File: config.mk
export PLATFORM = sky130hd
export DESIGN_NAME = btn_sw_capture
export DESIGN_NICKNAME = d
export VERILOG_FILES = /design/src/rtl/btn_sw_capture.sv
export SDC_FILE = /design/constraint.sdc
export NUM_CORES = 1
export LEC_CHECK = 0
export CORE_UTILIZATION = 61
export CTS_BUF_LIST = sky130_fd_sc_hd__clkbuf_8
export DETAILED_ROUTE_END_ITERATION = 6
export GPL_ROUTABILITY_DRIVEN = 0
export GPL_TIMING_DRIVEN = 0
export PLACE_DENSITY = 0.92
export SLEW_MARGIN = 20
export SYNTH_ARGS = -nofsm -noshare
export SYNTH_HDL_FRONTEND = slang
export SYNTH_SLANG_ARGS = --single-unit
export TNS_END_PERCENT = 5
File: constraint.sdc
create_clock -name clk_clk -period 3 [get_ports clk_clk]
set_input_delay 0.9 -clock clk_clk [delete_from_list [all_inputs] [get_ports clk_clk]]
set_output_delay 0.9 -clock clk_clk [all_outputs]
set_load 0.02 [all_outputs]
File: src/rtl/btn_sw_capture.sv
// -----------------------------------------------------------------------------
// btn_sw_capture
//
// Captures two active-low push-buttons and eight slide switches for a
// processor on an Avalon-MM style slave. Every raw pin is synchronized,
// debounced with a per-bit stability counter, and watched for accepted
// transitions. Those transitions latch into sticky edge flags, which can raise
// a level interrupt through a mask register.
//
// Parameters
//   DEBOUNCE_CYCLES : cycles of stability needed before a pin change is
//                     accepted (2..65535, default 1 ms at 50 MHz)
//
// Ports
//   clk_clk        : single rising-edge clock
//   reset_reset    : synchronous active-high reset
//   btn_pin_export : raw push-buttons, active-low (0 = pressed)
//   sw_pin_export  : raw slide switches
//   avs_address    : register word address
//   avs_read       : read strobe, data returned one cycle later
//   avs_write      : write strobe
//   avs_writedata  : write data
//   avs_readdata   : registered read data, held until the next read
//   irq            : registered level interrupt, |(EDGE & MASK)
//
// Register map
//   0 DATA (RO)   [9:8] debounced buttons, [7:0] debounced switches
//   1 MASK (RW)   [9:0] interrupt enables
//   2 EDGE (W1C)  [9:0] sticky edge flags (bit 8+n = press of button n,
//                 bit k = any change of switch k)
//   3 ID   (RO)   32'h0B70_0001
// -----------------------------------------------------------------------------
module btn_sw_capture #(
  parameter int DEBOUNCE_CYCLES = 50000
) (
  input  logic        clk_clk,
  input  logic        reset_reset,
  input  logic [1:0]  btn_pin_export,
  input  logic [7:0]  sw_pin_export,
  input  logic [1:0]  avs_address,
  input  logic        avs_read,
  input  logic        avs_write,
  input  logic [31:0] avs_writedata,
  output logic [31:0] avs_readdata,
  output logic        irq
);

  localparam int NUM_BITS = 10;

  // Buttons idle high (released), switches come out of reset as zero.
  localparam logic [NUM_BITS-1:0] PIN_RESET = 10'b11_0000_0000;

  localparam logic [15:0] CNT_TERMINAL = 16'(DEBOUNCE_CYCLES - 1);
  localparam logic [15:0] CNT_MAX      = 16'hFFFF;

  localparam logic [31:0] ID_VALUE = 32'h0B70_0001;

  localparam logic [1:0] ADDR_DATA = 2'd0;
  localparam logic [1:0] ADDR_MASK = 2'd1;
  localparam logic [1:0] ADDR_EDGE = 2'd2;
  localparam logic [1:0] ADDR_ID   = 2'd3;

  logic [NUM_BITS-1:0] pins;
  logic [NUM_BITS-1:0] sync_meta;
  logic [NUM_BITS-1:0] sync_stable;
  logic [NUM_BITS-1:0] sync_prev;
  logic [15:0]         stable_cnt [NUM_BITS];
  logic [NUM_BITS-1:0] accept;
  logic [NUM_BITS-1:0] debounced;
  logic [NUM_BITS-1:0] debounced_next;
  logic [NUM_BITS-1:0] new_edges;
  logic [NUM_BITS-1:0] mask;
  logic [NUM_BITS-1:0] edge_flags;
  logic [NUM_BITS-1:0] edge_clear;
  logic [NUM_BITS-1:0] edge_next;
  logic                write_mask;
  logic                write_edge;
  logic [31:0]         read_mux;
  logic                unused_writedata;

  // Buttons occupy the top two bits so the internal vector lines up with the
  // DATA/MASK/EDGE register layout.
  assign pins = {btn_pin_export, sw_pin_export};

  // Only the low ten write-data bits map onto register storage.
  assign unused_writedata = ^avs_writedata[31:NUM_BITS];

  // Two-flop synchronizer, plus one extra stage holding the previous
  // synchronized sample so the stability counter can spot a change.
  always_ff @(posedge clk_clk) begin
    if (reset_reset) begin
      sync_meta   <= PIN_RESET;
      sync_stable <= PIN_RESET;
      sync_prev   <= PIN_RESET;
    end else begin
      sync_meta   <= pins;
      sync_stable <= sync_meta;
      sync_prev   <= sync_stable;
    end
  end

  // Per-bit stability counters. Any change restarts the count; a long-stable
  // pin parks at the saturation value instead of wrapping back through the
  // terminal count.
  always_ff @(posedge clk_clk) begin
    for (int i = 0; i < NUM_BITS; i++) begin
      if (reset_reset) begin
        stable_cnt[i] <= '0;
      end else if (sync_stable[i] != sync_prev[i]) begin
        stable_cnt[i] <= '0;
      end else if (stable_cnt[i] != CNT_MAX) begin
        stable_cnt[i] <= stable_cnt[i] + 16'd1;
      end
    end
  end

  // A bit is accepted on the single cycle its counter sits at the terminal
  // count with the input still unchanged. Buttons raise an edge only on the
  // press (1 -> 0). Switches raise one on either direction.
  always_comb begin
    accept = '0;
    for (int i = 0; i < NUM_BITS; i++) begin
      accept[i] = (sync_stable[i] == sync_prev[i]) && (stable_cnt[i] == CNT_TERMINAL);
    end
    debounced_next = (debounced & ~accept) | (sync_stable & accept);
    new_edges      = '0;
    new_edges[7:0] = debounced_next[7:0] ^ debounced[7:0];
    new_edges[9:8] = debounced[9:8] & ~debounced_next[9:8];
  end

  // Debounced pin state.
  always_ff @(posedge clk_clk) begin
    if (reset_reset) begin
      debounced <= PIN_RESET;
    end else begin
      debounced <= debounced_next;
    end
  end

  assign write_mask = avs_write && (avs_address == ADDR_MASK);
  assign write_edge = avs_write && (avs_address == ADDR_EDGE);

  // Write-one-to-clear is applied first and new edges are ORed in afterwards,
  // so an edge arriving in the same cycle as its clear survives.
  assign edge_clear = write_edge ? avs_writedata[NUM_BITS-1:0] : '0;
  assign edge_next  = (edge_flags & ~edge_clear) | new_edges;

  // Mask and sticky edge registers. The interrupt is registered from the
  // current register contents, giving one cycle of latency.
  always_ff @(posedge clk_clk) begin
    if (reset_reset) begin
      mask       <= '0;
      edge_flags <= '0;
      irq        <= 1'b0;
    end else begin
      if (write_mask) begin
        mask <= avs_writedata[NUM_BITS-1:0];
      end
      edge_flags <= edge_next;
      irq        <= |(edge_flags & mask);
    end
  end

  // Read multiplexer. It looks at register contents before any write in the
  // same cycle takes effect, so a simultaneous read and write returns the old
  // value.
  always_comb begin
    read_mux = '0;
    case (avs_address)
      ADDR_DATA: read_mux[NUM_BITS-1:0] = debounced;
      ADDR_MASK: read_mux[NUM_BITS-1:0] = mask;
      ADDR_EDGE: read_mux[NUM_BITS-1:0] = edge_flags;
      ADDR_ID:   read_mux = ID_VALUE;
      default:   read_mux = '0;
    endcase
  end

  // Read data is captured only on a read strobe and otherwise held. Reads
  // have no side effects on any register.
  always_ff @(posedge clk_clk) begin
    if (reset_reset) begin
      avs_readdata <= '0;
    end else if (avs_read) begin
      avs_readdata <= read_mux;
    end
  end

endmodule

* After elaboration in Yosys (flattened, before gate mapping)
Memory sizes are Yosys's and may differ from the RTL's.
Index checks and enable logic that the tools add are counted.
** Word-level totals
- Register bits :: 93
- Memories :: 1
- RAM bits :: 160
- Word-level logic and storage cells :: 202
- Output and inout port bits :: 33
- Input bits :: 48
** Memory list
- stable_cnt :: words 10, width 16, rd ports 10, clocked after Yosys merged registers in 0, write ports 10, line 67 : logic [15:0] stable_cnt [NUM_BITS];
** Cells by class
- Reduce and logical (&&, ||, !) cells :: 14
- Multiplexer cells :: 95
- Bitwise logic cells :: 31
- Add/subtract/negate cells :: 10
- Equal/unequal tests :: 43
** Operators with widths (number)
- $mux 16 :: 20
- $add 16x1->16 const B :: 10
- $eq 16x16->1 const B :: 10
- $ne 16x16->1 const B :: 10
- $mux 1 :: 72
- $and 10x10->10 :: 4
- $pmux 10 s4 :: 1
- $not 10->10 :: 2
- $or 1x1->1 :: 20
- $or 10x10->10 :: 2
- $mux 18 :: 1
- $logic_and 1x1->1 :: 12
- $eq 1x1->1 :: 10
- $mux 10 :: 1
- $ne 1x1->1 :: 10
- $reduce_or 10->1 :: 1
- $xor 8x8->8 :: 1
- $eq 2x2->1 const B :: 2
- $and 2x2->2 :: 1
- $eq 2x1->1 const B :: 1
- $logic_not 2->1 :: 1
- $not 2->2 :: 1

* Depth between registers and ports, before layout
An unclocked memory read counts as a cell.
- Word-level depth :: 9
- Mapped depth :: 6
- Mapped depth without buffers :: 5

* Least setup slack after synthesis
Ideal clock, no wire load.
- Path kind :: input -> register
- Start :: input port reset_reset
- End :: memory stable_cnt[7][0] (enable)
- Stages :: 5
- Required time :: 2.625 ns
- Setup time :: 0.375 ns
- Data arrival time :: 2.235 ns
- Slack :: 0.390 ns
- Buffers on the path :: 3
- Path through :: clkbuf_1 -> clkbuf_1 -> buf_1 -> nor2_1 -> nand3_1
** RTL lines
- start: declaration :: line 37 : input logic reset_reset,
- end: declaration :: line 67

==> run summary <==
The xor and xnor area share after synthesis came out at 0.112. The startpoint of the most critical hold path is sync_meta[9]. Setup repair after global routing left no endpoint under its margin.

On the final layout, the worst hold slack is 0.410 ns. The mean cell area of the mapped netlist came out at 10.1 um2. Entering global routing, the biggest net connects 17 pins. After detailed routing, the average wire length per cell comes to 15.6 um. The number of violations reported at the end of detailed-routing iteration 0 is 607, and the detail-routed via count per cell is 5.73. The synthesized netlist occupies a cell area of 11800 um2.

The flow ran to the end, and the final reports show no timing, DRC or antenna violations. The portion of the clock cycle consumed by the worst path in the final layout was 0.955. STA classifies the critical path startpoint as a primary input. The source of the worst register-to-register timing path is stable_cnt[5][4]. The run gives 0 as the total number of yosys warnings.

Synthesis handed over a netlist of 1161 instances. Of all nets on the critical path, the largest fanout is 16. The horizontal die dimension works out to 141 um. Primary flip-flop cell chosen by synthesis mapping: sky130_fd_sc_hd__edfxtp_1. The share of the synthesized area in compound gates (AO/OA/AOI/OAI) came out at 0.0450. The final layout contains routed wiring with a total length of 24.1 mm.

Sequential element share of the synthesized area: 0.531. Across all layers, the routed design uses 8882 vias. The total overflow left after global routing is 0. The worst hold path terminates at sync_stable[9]. In this run, distinct cell masters in the synthesized netlist total 56. TritonCTS created 38 clock buffers. Clock latency on the worst-skew pair, taken at its later pin, is 0.53 ns.

The worst hold path belongs to the class register to register. Power spread over the standard cell area amounts to 495 nW/um2. Summing internal, switching and leakage power gives 6.61 mW.

The maximum operating frequency was 0.349 GHz; the minimum period implied by the final worst setup slack was 2.86 ns. The post-synthesis adder-cell area fraction was 0.0106. The final layout contains 1317 nets. The wire length of the first global-routing pass is 39.7 mm, and the number of top-level design ports is 81. Number of search-and-repair iterations in the first detailed-routing pass: 5. The critical path capture point type is a register. The core region is 18800 um2. The critical path goes through clkdlybuf4s50_1 -> clkbuf_4 -> nor2_1 -> nand4_1. The run gives 0.421 as the relative slew slack.

In this run the core area contains 50 standard-cell rows. In this run the remaining antenna-violating nets after routing total 0. The library cell contributing the largest single delay on the critical path is sky130_fd_sc_hd__nand4_1. STA puts the critical path data arrival time at 2.88 ns. CTS saw 232 sinks. Relative to the synthesized area, the layout overhead comes to 13.5%.

The die covers 19800 um2. The setup path with the least slack is of type primary input to register. The share of synthesized flip-flops with an asynchronous set or reset works out to 0. The worst voltage drop across the vdd grid came out at 0.000375 V. Effective utilization at floorplan: 0.625. The total of flip-flops plus latches after synthesis was 232; the number of enable flip-flop cells after synthesis was 160. After clock tree synthesis, the flow added hold-fix buffers numbering 0. On the final layout, the worst clock skew is 0.0186 ns. The number of hold violations in the final report was 0; the number of cells on the worst hold path was 1. By area, the combinational part of the netlist is dominated by simple AND/OR/NAND/NOR gates. The setup check on the worst reg-to-reg path leaves a slack of 0.42 ns. Count of inserted antenna diode cells: 0.

Once detailed placement completed, the half-perimeter wirelength came to 16.3 mm. The via count of the first global-routing pass is 8375. TritonCTS built the clock tree. The analysis attributes to cell leakage a power of 4.75 nW. The logic depth of the worst register-to-register path came out at 4. The global routing usage summed across all routing layers was 0.249; the vertical extent of the die was 141 um. The simple-gate portion of the synthesized area was 0.249; the number of violations of the max-capacitance limit was 0. The portion of netlist area occupied by mux cells is 0.0154, and the slew at the pin with the worst max-slew slack is 0.866 ns. The initial antenna violation count was 0; the fraction of final layout cells with drive strength greater than 1 was 0.100. The highest cell delay on the worst timing path is 0.71 ns, and the count of buffers inserted at the top-level ports is 42. The clock transition at the registers of the reported paths was 0.06 ns. Reg-to-reg critical path endpoint: stable_cnt[5][11]. In this run the number of H-tree levels came out at 2. The run gives 0 as the remaining design rule violation count. At the worst endpoint, the required time is 3.02 ns.

Counting along the longest clock path gives a buffer depth of 3. The number of pins with negative max-slew slack in the final report came out at 0. The tools report the final-report setup violation count as 0. CTS placed an instance of sky130_fd_sc_hd__clkbuf_8 at the clock tree root.
-- critical path: cells and delay by family --
family                 cells  cell delay, ns
buffers and inverters      2            1.01
AND/OR/NAND/NOR            2            0.96
-- synthesized netlist by cell type, types with 18 or more instances --
master / number / area share
sky130_fd_sc_hd__clkbuf_1: 18 / 0.0057
sky130_fd_sc_hd__inv_1: 30 / 0.0096
sky130_fd_sc_hd__xor2_1: 54 / 0.040
sky130_fd_sc_hd__a21oi_1: 33 / 0.014
sky130_fd_sc_hd__xnor2_1: 97 / 0.072
sky130_fd_sc_hd__nand2_1: 74 / 0.024
sky130_fd_sc_hd__edfxtp_1: 160 / 0.41
sky130_fd_sc_hd__nor3_1: 37 / 0.016
sky130_fd_sc_hd__nor2_1: 209 / 0.067
sky130_fd_sc_hd__nor4_1: 37 / 0.020
sky130_fd_sc_hd__buf_4: 25 / 0.016
sky130_fd_sc_hd__dfxtp_1: 72 / 0.12
sky130_fd_sc_hd__nand3_1: 65 / 0.028
sky130_fd_sc_hd__nor2b_1: 33 / 0.018
sky130_fd_sc_hd__nand4_1: 58 / 0.031
-- layout by cell type (no fill, tap or decap), drive strengths merged, types with 16 or more instances in the layout --
master         netlist  routed
nor2               209     209
edfxtp             160     160
xnor2               97      97
nand2               74      74
dfxtp               72      72
nand3               67      67
clkbuf              18      64
nand4               59      59
xor2                54      54
clkdlybuf4s50        0      42
inv                 30      41
nor4                38      38
buf                 37      38
nor3                37      37
nor2b               33      33
a21oi               33      33
conb                 1      16
-- routing by layer --
layer  global-route usage  routed length (um)
met5                    0                   0
met4                0.116                 817
met3               0.0533                1740
met2                0.404               11400
met1                0.321               10200
-- cell type report --
type | instances | area [um2]
plain buffers | 55 | 317
clock buffers | 46 | 633
clock inverters | 24 | 129
fillers | 1314 | 5480
inverters | 30 | 113
multi-input cells | 859 | 5160
flip-flops and latches | 232 | 6250
well taps | 260 | 325
repair buffers | 43 | 428
-- worst max-delay path by stage --
stage / to / start / depth (start not counted)
after floorplan: stable_cnt[7][0] / reset_reset / 5
after global placement: stable_cnt[7][1] / reset_reset / 6
after detailed placement: stable_cnt[7][10] / reset_reset / 6
after CTS: stable_cnt[2][11] / reset_reset / 5
after global routing: stable_cnt[9][13] / reset_reset / 4
final: stable_cnt[9][13] / reset_reset / 4
-- through the flow --
step	cells	area, um2	setup slack (ns)	utilization	TNS (ns)
finish	1549	13300	0.136	0.709	0
global route	1549	13300	0.0114	0.709	0
CTS	1548	13300	0.0127	0.709	0
detailed placement	1478	12600	-1.29	0.667	-96.75
global placement	1478	12600	-1.18	0.667	-76.82
floorplan	1176	11800	0.390	-	0
-- where the power goes --
group | internal (mW) | leakage, nW | switching [mW]
registers | 3.45 | 2.55 | 0.0577
logic | 0.150 | 1.75 | 0.211
clock network | 1.48 | 0.446 | 1.26
total | 5.09 | 4.75 | 1.53
-- cells by family (layout without fill, tap and decap cells) --
logic type | count (synthesis) | count (layout)
buffers and inverters | 85 | 198
and+or+nand+nor | 587 | 587
AOI/OAI and AO/OA | 78 | 78
DFF | 232 | 232
adders and majority gates | 10 | 10
other | 1 | 16
muxes | 17 | 17
xor gates and xnor gates | 151 | 151
-- repair_timing --
item / 4_1_cts / 5_1_grt
resized for setup: 5 / 0
setup buffers: 0 / 1
setup endpoints to repair: 52 / 16
cloned: 0 / 0
pin swaps: 0 / 0
-- sequential cells by signal (all words and copies together) (netlist names) --
name and flops:
sync_prev 10, mask 10, avs_readdata 11, sync_meta 10
irq 1, stable_cnt 160, debounced 10, sync_stable 10
edge_flags 10
Power figures use the tool's default switching activity.
